## src/rtl/pb_ctrl_pkg.sv

```systemverilog
// Shared constants and helpers for the pushbutton direction controller.
// Directions are one-hot: [0]=up [1]=down [2]=left [3]=right, 0 = stopped.
package pb_ctrl_pkg;

  localparam logic [3:0] DIR_NONE  = 4'b0000;
  localparam logic [3:0] DIR_UP    = 4'b0001;
  localparam logic [3:0] DIR_DOWN  = 4'b0010;
  localparam logic [3:0] DIR_LEFT  = 4'b0100;
  localparam logic [3:0] DIR_RIGHT = 4'b1000;

  // Opposite of a one-hot direction; anything not
  // one-hot maps to DIR_NONE so it never matches a press.
  function automatic logic [3:0] opposite(
    input logic [3:0] d
  );
    logic [3:0] r;
    r = DIR_NONE;
    case (d)
      DIR_UP:    r = DIR_DOWN;
      DIR_DOWN:  r = DIR_UP;
      DIR_LEFT:  r = DIR_RIGHT;
      DIR_RIGHT: r = DIR_LEFT;
      default:   r = DIR_NONE;
    endcase
    return r;
  endfunction

  // Isolate the lowest set bit: up wins over down,
  // down over left, left over right.
  function automatic logic [3:0] lowest_one_hot(
    input logic [3:0] v
  );
    return v & (~v + 4'd1);
  endfunction

endpackage

```

## src/rtl/pb_debounce.sv

```systemverilog
// One pushbutton: 2-FF synchroniser, stable-count debouncer and press pulse.
// Ports: clk, reset (sync, active-high), raw in; level, press out.
module pb_debounce
  import pb_ctrl_pkg::*;
#(
  parameter int N = 250000
) (
  input  logic clk,
  input  logic reset,
  input  logic raw,
  output logic level,
  output logic press
);

  localparam int CW = (N > 1) ? $clog2(N) : 1;
  localparam logic [CW-1:0] LAST = CW'(N - 1);
  localparam logic [CW-1:0] ONE  = CW'(1);

  logic          sync1;
  logic          sync2;
  logic [CW-1:0] cnt;

  always_ff @(posedge clk) begin
    if (reset) begin
      sync1 <= 1'b0;
      sync2 <= 1'b0;
      cnt   <= '0;
      level <= 1'b0;
      press <= 1'b0;
    end else begin
      sync1 <= raw;
      sync2 <= sync1;
      press <= 1'b0;
      if (sync2 == level) begin
        // Any agreeing cycle discards progress, so
        // glitches shorter than N never get through.
        cnt <= '0;
      end else if (cnt == LAST) begin
        cnt   <= '0;
        level <= sync2;
        press <= sync2;
      end else begin
        cnt <= cnt + ONE;
      end
    end
  end

endmodule

```

## src/rtl/pb_direction_ctrl.sv

```systemverilog
// Debounces four buttons, latches the latest press as a one-hot direction,
// and divides the clock into a movement step strobe.
// Ports: clock_25Mhz, reset (sync, active-high), pb_raw[3:0], enable in;
//        pb_level[3:0], pb_press[3:0], dir[3:0], step_tick out.
// Build option: REVERSE_STOP_EN makes a press opposite to dir stop the mover.
module pb_direction_ctrl
  import pb_ctrl_pkg::*;
#(
  parameter int DEBOUNCE_CYCLES = 250000,
  parameter int TICK_DIV        = 833333
) (
  input  logic       clock_25Mhz,
  input  logic       reset,
  input  logic [3:0] pb_raw,
  input  logic       enable,
  output logic [3:0] pb_level,
  output logic [3:0] pb_press,
  output logic [3:0] dir,
  output logic       step_tick
);

  localparam int TW = (TICK_DIV > 1) ? $clog2(TICK_DIV) : 1;
  localparam logic [TW-1:0] TLAST = TW'(TICK_DIV - 1);
  localparam logic [TW-1:0] TONE  = TW'(1);

  logic [3:0]    win;
  logic          moving;
  logic [TW-1:0] tcnt;

  for (genvar i = 0; i < 4; i++) begin : g_db
    pb_debounce #(
      .N(DEBOUNCE_CYCLES)
    ) u_db (
      .clk  (clock_25Mhz),
      .reset(reset),
      .raw  (pb_raw[i]),
      .level(pb_level[i]),
      .press(pb_press[i])
    );
  end

  assign win    = lowest_one_hot(pb_press);
  assign moving = enable && (dir != DIR_NONE);

  // Direction latch: only presses matter, releases
  // leave dir alone; disable clears and forgets.
  always_ff @(posedge clock_25Mhz) begin
    if (reset) begin
      dir <= DIR_NONE;
    end else if (!enable) begin
      dir <= DIR_NONE;
    end else if (pb_press != 4'b0000) begin
`ifdef REVERSE_STOP_EN
      if (win == opposite(dir)) begin
        dir <= DIR_NONE;
      end else begin
        dir <= win;
      end
`else
      dir <= win;
`endif
    end
  end

  // Step divider: free-runs while moving, so a
  // turn keeps the current phase.
  always_ff @(posedge clock_25Mhz) begin
    if (reset) begin
      tcnt      <= '0;
      step_tick <= 1'b0;
    end else if (!moving) begin
      tcnt      <= '0;
      step_tick <= 1'b0;
    end else begin
      step_tick <= (tcnt == TLAST);
      if (tcnt == TLAST) begin
        tcnt <= '0;
      end else begin
        tcnt <= tcnt + TONE;
      end
    end
  end

endmodule

```

## config.mk

```make
export PLATFORM = sky130hd
export DESIGN_NAME = pb_direction_ctrl
export DESIGN_NICKNAME = d
export VERILOG_FILES = /design/src/rtl/pb_ctrl_pkg.sv /design/src/rtl/pb_debounce.sv /design/src/rtl/pb_direction_ctrl.sv
export SDC_FILE = /design/constraint.sdc
export NUM_CORES = 1
export LEC_CHECK = 0
export BUFFER_PORTS_ARGS = -buffer_cell sky130_fd_sc_hd__buf_2
export CORE_ASPECT_RATIO = 1.4
export CORE_MARGIN = 4
export CORE_UTILIZATION = 50
export DETAILED_ROUTE_END_ITERATION = 8
export GPL_ROUTABILITY_DRIVEN = 0
export HOLD_SLACK_MARGIN = 0.15
export PLACE_DENSITY_LB_ADDON = 0.05
export SLEW_MARGIN = 20
export SYNTH_ARGS = -nofsm -noshare
export SYNTH_HDL_FRONTEND = slang
export SYNTH_SLANG_ARGS = --single-unit
```

## constraint.sdc

```tcl
create_clock -name clock_25Mhz -period 4.35 [get_ports clock_25Mhz]
set_input_delay 0.87 -clock clock_25Mhz [delete_from_list [all_inputs] [get_ports clock_25Mhz]]
set_output_delay 0.87 -clock clock_25Mhz [all_outputs]
set_load 0.01 [all_outputs]
```

* Word-level counts from Yosys, hierarchy flattened
Cells that the tools add are included.
Word-level totals: bits in registers 113, output and inout port bits 13, memories 0, memory bits (read-only) 0, bits in writable memories 0, latch bits 0, input port bits 7, logic and storage cells 68
Operators by class: mux-type cells 0, multipliers 0, reduce and logical (&&, ||, !) cells 18, equality and inequality tests 9, shifts and indexed selects 0, divide/modulo/power cells 0, add/sub/neg operators 6, order comparisons 0, bitwise gates (word level) 12
Operators with widths (count):
- $add 18x1->18 const B | 4
- $eq 18x18->1 const B | 4
- $reduce_or 3->1 | 9
- $add 20x1->20 const B | 1
- $eq 20x20->1 const B | 1
- $not 1->1 | 10
- $reduce_and 2->1 | 4
- $reduce_bool 4->1 | 2
- $add 4x1->4 const B | 1
- $and 4x4->4 | 1
- $eq 1x1->1 | 4
- $not 4->4 | 1
- $reduce_or 2->1 | 2
- $logic_and 1x1->1 | 1

* Logic depth before layout (Yosys ltp)
depth after elaboration 4, gate-level depth with buffers 7, gate-level depth less buffers 6

* By module
Synthesis repeated with hierarchy kept, for this count alone.
Unflattened totals: cells, all modules 551, area, all modules 4988.5 um^2
Modules (own cells, without submodules):
- pb_debounce | area each 965.9 um^2, sequential area each 440.4 um^2, instances 4, cells each 106
- pb_direction_ctrl | area each 1124.8 um^2, sequential area each 500.5 um^2, instances 1, cells each 127

* Worst setup path before layout
No wires, ideal clock.
kind register to register, from register g_db[0].u_db.cnt[0], to register g_db[0].u_db.cnt[10], stages on the path, launching flop included 7, buffers on the path 1, arrival time 1.838 ns, period minus slack after synthesis 1.956 ns, slack 2.394 ns, path through dfxtp_1 > ha_1 > nand3_1 > or4_1 > o21ai_1 > buf_2 > nor2_1
Between the ends: cells in the longest elaborated chain, start to end 2, elaborated cells on any way between the ends 3
Ends and longest elaborated chain:
- start, declared | line pb_debounce.sv:21 | logic [CW-1:0] cnt;
- start signal, assigned | line pb_debounce.sv:43 | cnt <= cnt + ONE;
- branches (longest 2 deep; another with $add 18x1->18)
Several ways; the timed one is not identified. A chain may end at the register's enable or synchronous reset.

* Worst setup path in the final report
from register g_db[0].u_db.cnt[0], to register g_db[0].u_db.cnt[7]
The elaborated chain is that of the path after synthesis.

==> impl_metrics.ini <==
[worst_setup_path]
crit_chain = ha_1 > nand3_1 > or4_1 > o21ai_2 > nor2_1
r2r_cells = 5
cp-end-kind = flip-flop
rrSetupSlack_ns = 2.20
cp_slowest_cell = o21ai_2
required_ns = 4.61
start_kind = flip-flop
cp.arrival_ns = 2.41
crit_fanout = 17
worst_path_largest_cell_delay_ns = 0.56
critical_path_class = reg -> reg
r2r-start = g_db[0].u_db.cnt[0]
r2r-end = g_db[0].u_db.cnt[7]
crit_buf_inv = 0
critical-path-top-delay-family = simple AND/OR/NAND/NOR gates

[global_routing]
overflow = 0
grt_max_degree = 24
antenna_found_initial = 0
grt_pass1_wl_um = 16400
gr-usage-all-layers_pct = 17.5
first_global_vias = 3716

[synth]
synth_seq_area_share_pct = 46.4
yosys.area.top_type_share_pct = 46.4
synth_top_area_cell = dfxtp_1
ys_types = 45
synth_async_sr_flop_share_pct = 0
synth_area_leaders = dfxtp_1 (46%), xnor2_1 (11%), nor2_1 (8.3%)
yosys_warnings = 0
synth.avg_cell_area_sq_um = 8.77
netlist_area_sq_mm = 0.00488
ys.flop_type = dfxtp_1
synth_edf_count = 0
synth_common_cells = dfxtp_1 (113), nor2_1 (108), xnor2_1 (62)
syn-num-nets = 569
synthCells = 556
yosysMostFrequentCell = dfxtp_1
synth-seq-cells = 113

[floorplan]
die-area_sq_mm = 0.0114
rows = 42
boundaryPins = 20
die_x_um = 91.5
die_h_um = 125
core_sq_mm = 0.00951
floorplan.initialDensity_pct = 51.3

[pwr]
power.total_mw = 2.69
ir_drop_mv = 0.260
total_leakage_power_nw = 1.75
powerDensity_mw_per_mm2 = 467

[hold_path]
hold_start = g_db[3].u_db.sync1
hp-class = reg -> reg
whs_endpoint = g_db[3].u_db.sync2
hold_depth = 1

[place]
io_buffer_count = 19
dp_hpwl_um = 6210
dp.cells = 691

[sta]
period_minus_slack_ns = 2.15
hold_violations = 0
min_period_over_period_pct = 49.3
worst_slew_pin_slew_ns = 0.768
whs_ns = 0.431
maxSlewHeadroom_pct = 48.8
drv_slew = 0
fin_tns_setup_ns = 0
fin_worst_skew_ns = 0.00972
rsz0062_at_grt = false
finalSetupViolations = 0
fmax_mhz = 466

[cells_and_area]
drive_gt1_share_pct = 10.5
area.growth.synth_to_final_pct = 17.8
fillerInstances = 848
antenna-diode-count = 0
utilization_pct = 60.4
fin_nets = 591
layoutNonFillerInstCount = 723

[detailed_routing]
finalWirelength_um = 9190
vias_per_cell = 5.16
remaining_drc_errors = 0
vias = 3734
ant_nets = 0
avgRoutedWirePerCell_um = 12.7
firstDrtPassIters = 5
dr.first_iter.drc_count = 141

[clock_network]
holdBufCountCts = 0
cts_resized = 0
clockBufferDepth = 2
clk_pin_slew_ns = 0.05
htreeDepth = 4
cts-root-buf = clkbuf_16
clk_latency_ns = 0.40
postCtsSetupBuffers = 0
clock_sinks = 113
cts_inserted_buffers = 17
cts_tree = yes

[job]
cap_violations = 0

[run_status]
status = finished clean
report_power, final:
part / switching [mW] / total (mW) / internal, mW
Clock: 0.450 / 1.62 / 1.17
Combinational: 0.0120 / 0.0191 / 0.00707
Sequential: 0.00257 / 1.04 / 1.04
Total: 0.464 / 2.69 / 2.22
per-layer routing:
| layer | vias to the layer above | share of wire [%] | track usage (%) |
|---|---|---|---|
| met1 | 1680 | 46 | 21.0 |
| li1 | 1977 | - | - |
| met2 | 59 | 48 | 28.0 |
| met5 | - | 0 | 0 |
| met4 | 0 | 2.5 | 9.24 |
| met3 | 18 | 3.6 | 4.95 |
worst register-to-register path: stages (launching register included):
cell,delay [ns]
dfxtp_1,0.42
ha_1,0.25
nand3_1,0.12
or4_1,0.55
o21ai_2,0.56
nor2_1,0.12
how the worst max path moves through the flow:
stage                                   start              endpoint  slack [ns]  cells after the start
after floorplan           g_db[0].u_db.cnt[0]  g_db[0].u_db.cnt[10]        2.39                      6
after global placement    g_db[0].u_db.cnt[0]  g_db[0].u_db.cnt[14]        1.95                      5
after detailed placement  g_db[0].u_db.cnt[0]   g_db[0].u_db.cnt[7]        1.88                      5
after CTS                 g_db[0].u_db.cnt[0]   g_db[0].u_db.cnt[7]        1.83                      5
after global routing      g_db[0].u_db.cnt[0]   g_db[0].u_db.cnt[2]        1.95                      5
final                     g_db[0].u_db.cnt[0]   g_db[0].u_db.cnt[7]        2.20                      5
cells by family after synthesis:
kind of cell    after synthesis  share of synthesized area [%]
flops                       113                           46.4
simple gates                284                           29.8
compound gates               37                           4.69
xor+xnor                     75                           13.5
mux                           1                          0.205
fa+ha+maj                     6                           1.54
buf+inv                      40                           3.95
registers in the layout, indices dropped and copies added (netlist names):
name	cells
g_db.u_db.sync2	4
g_db.u_db.cnt	72
dir	4
step_tick	1
g_db.u_db.level	4
g_db.u_db.press	4
tcnt	20
g_db.u_db.sync1	4
layout by cell type (no fill, tap or decap), types with 5 or more instances in the layout:
master | synthesis | final
or3_1 | 5 | 5
xnor2_1 | 62 | 62
nor4_1 | 27 | 27
clkbuf_16 | 0 | 17
bufinv_16 | 0 | 7
buf_2 | 1 | 19
nand2_1 | 19 | 19
and3_1 | 5 | 5
nor3_1 | 22 | 22
o21ai_0 | 8 | 8
or4_1 | 9 | 9
nand3_1 | 32 | 32
nor2_1 | 108 | 108
dfxtp_1 | 113 | 113
ha_1 | 6 | 6
a21oi_1 | 14 | 14
nor2b_1 | 10 | 10
nor4b_1 | 5 | 5
xor2_1 | 13 | 13
inv_1 | 24 | 24
nand4_1 | 24 | 24
per-stage QoR:
stage / cell area, sq um / setup WS [ns]
2_1_floorplan: 4880 / 2.39
3_3_place_gp: 5040 / 1.95
3_5_place_dp: 5040 / 1.88
4_1_cts: 5740 / 1.83
5_1_grt: 5750 / 1.95
6_report: 5750 / 2.20
layout make-up:
cell class	count	area [sq um]	share of cell area (%)
clock inverters	11	230	4.01
inverters	24	90.1	1.57
flip-flops and latches	113	2260	39.4
repair buffers	19	95.1	1.65
clock buffers	21	470	8.18
multi-input cells	403	2430	42.4
well taps	132	165	2.87
No activity file was read; power rests on OpenSTA's default activity.
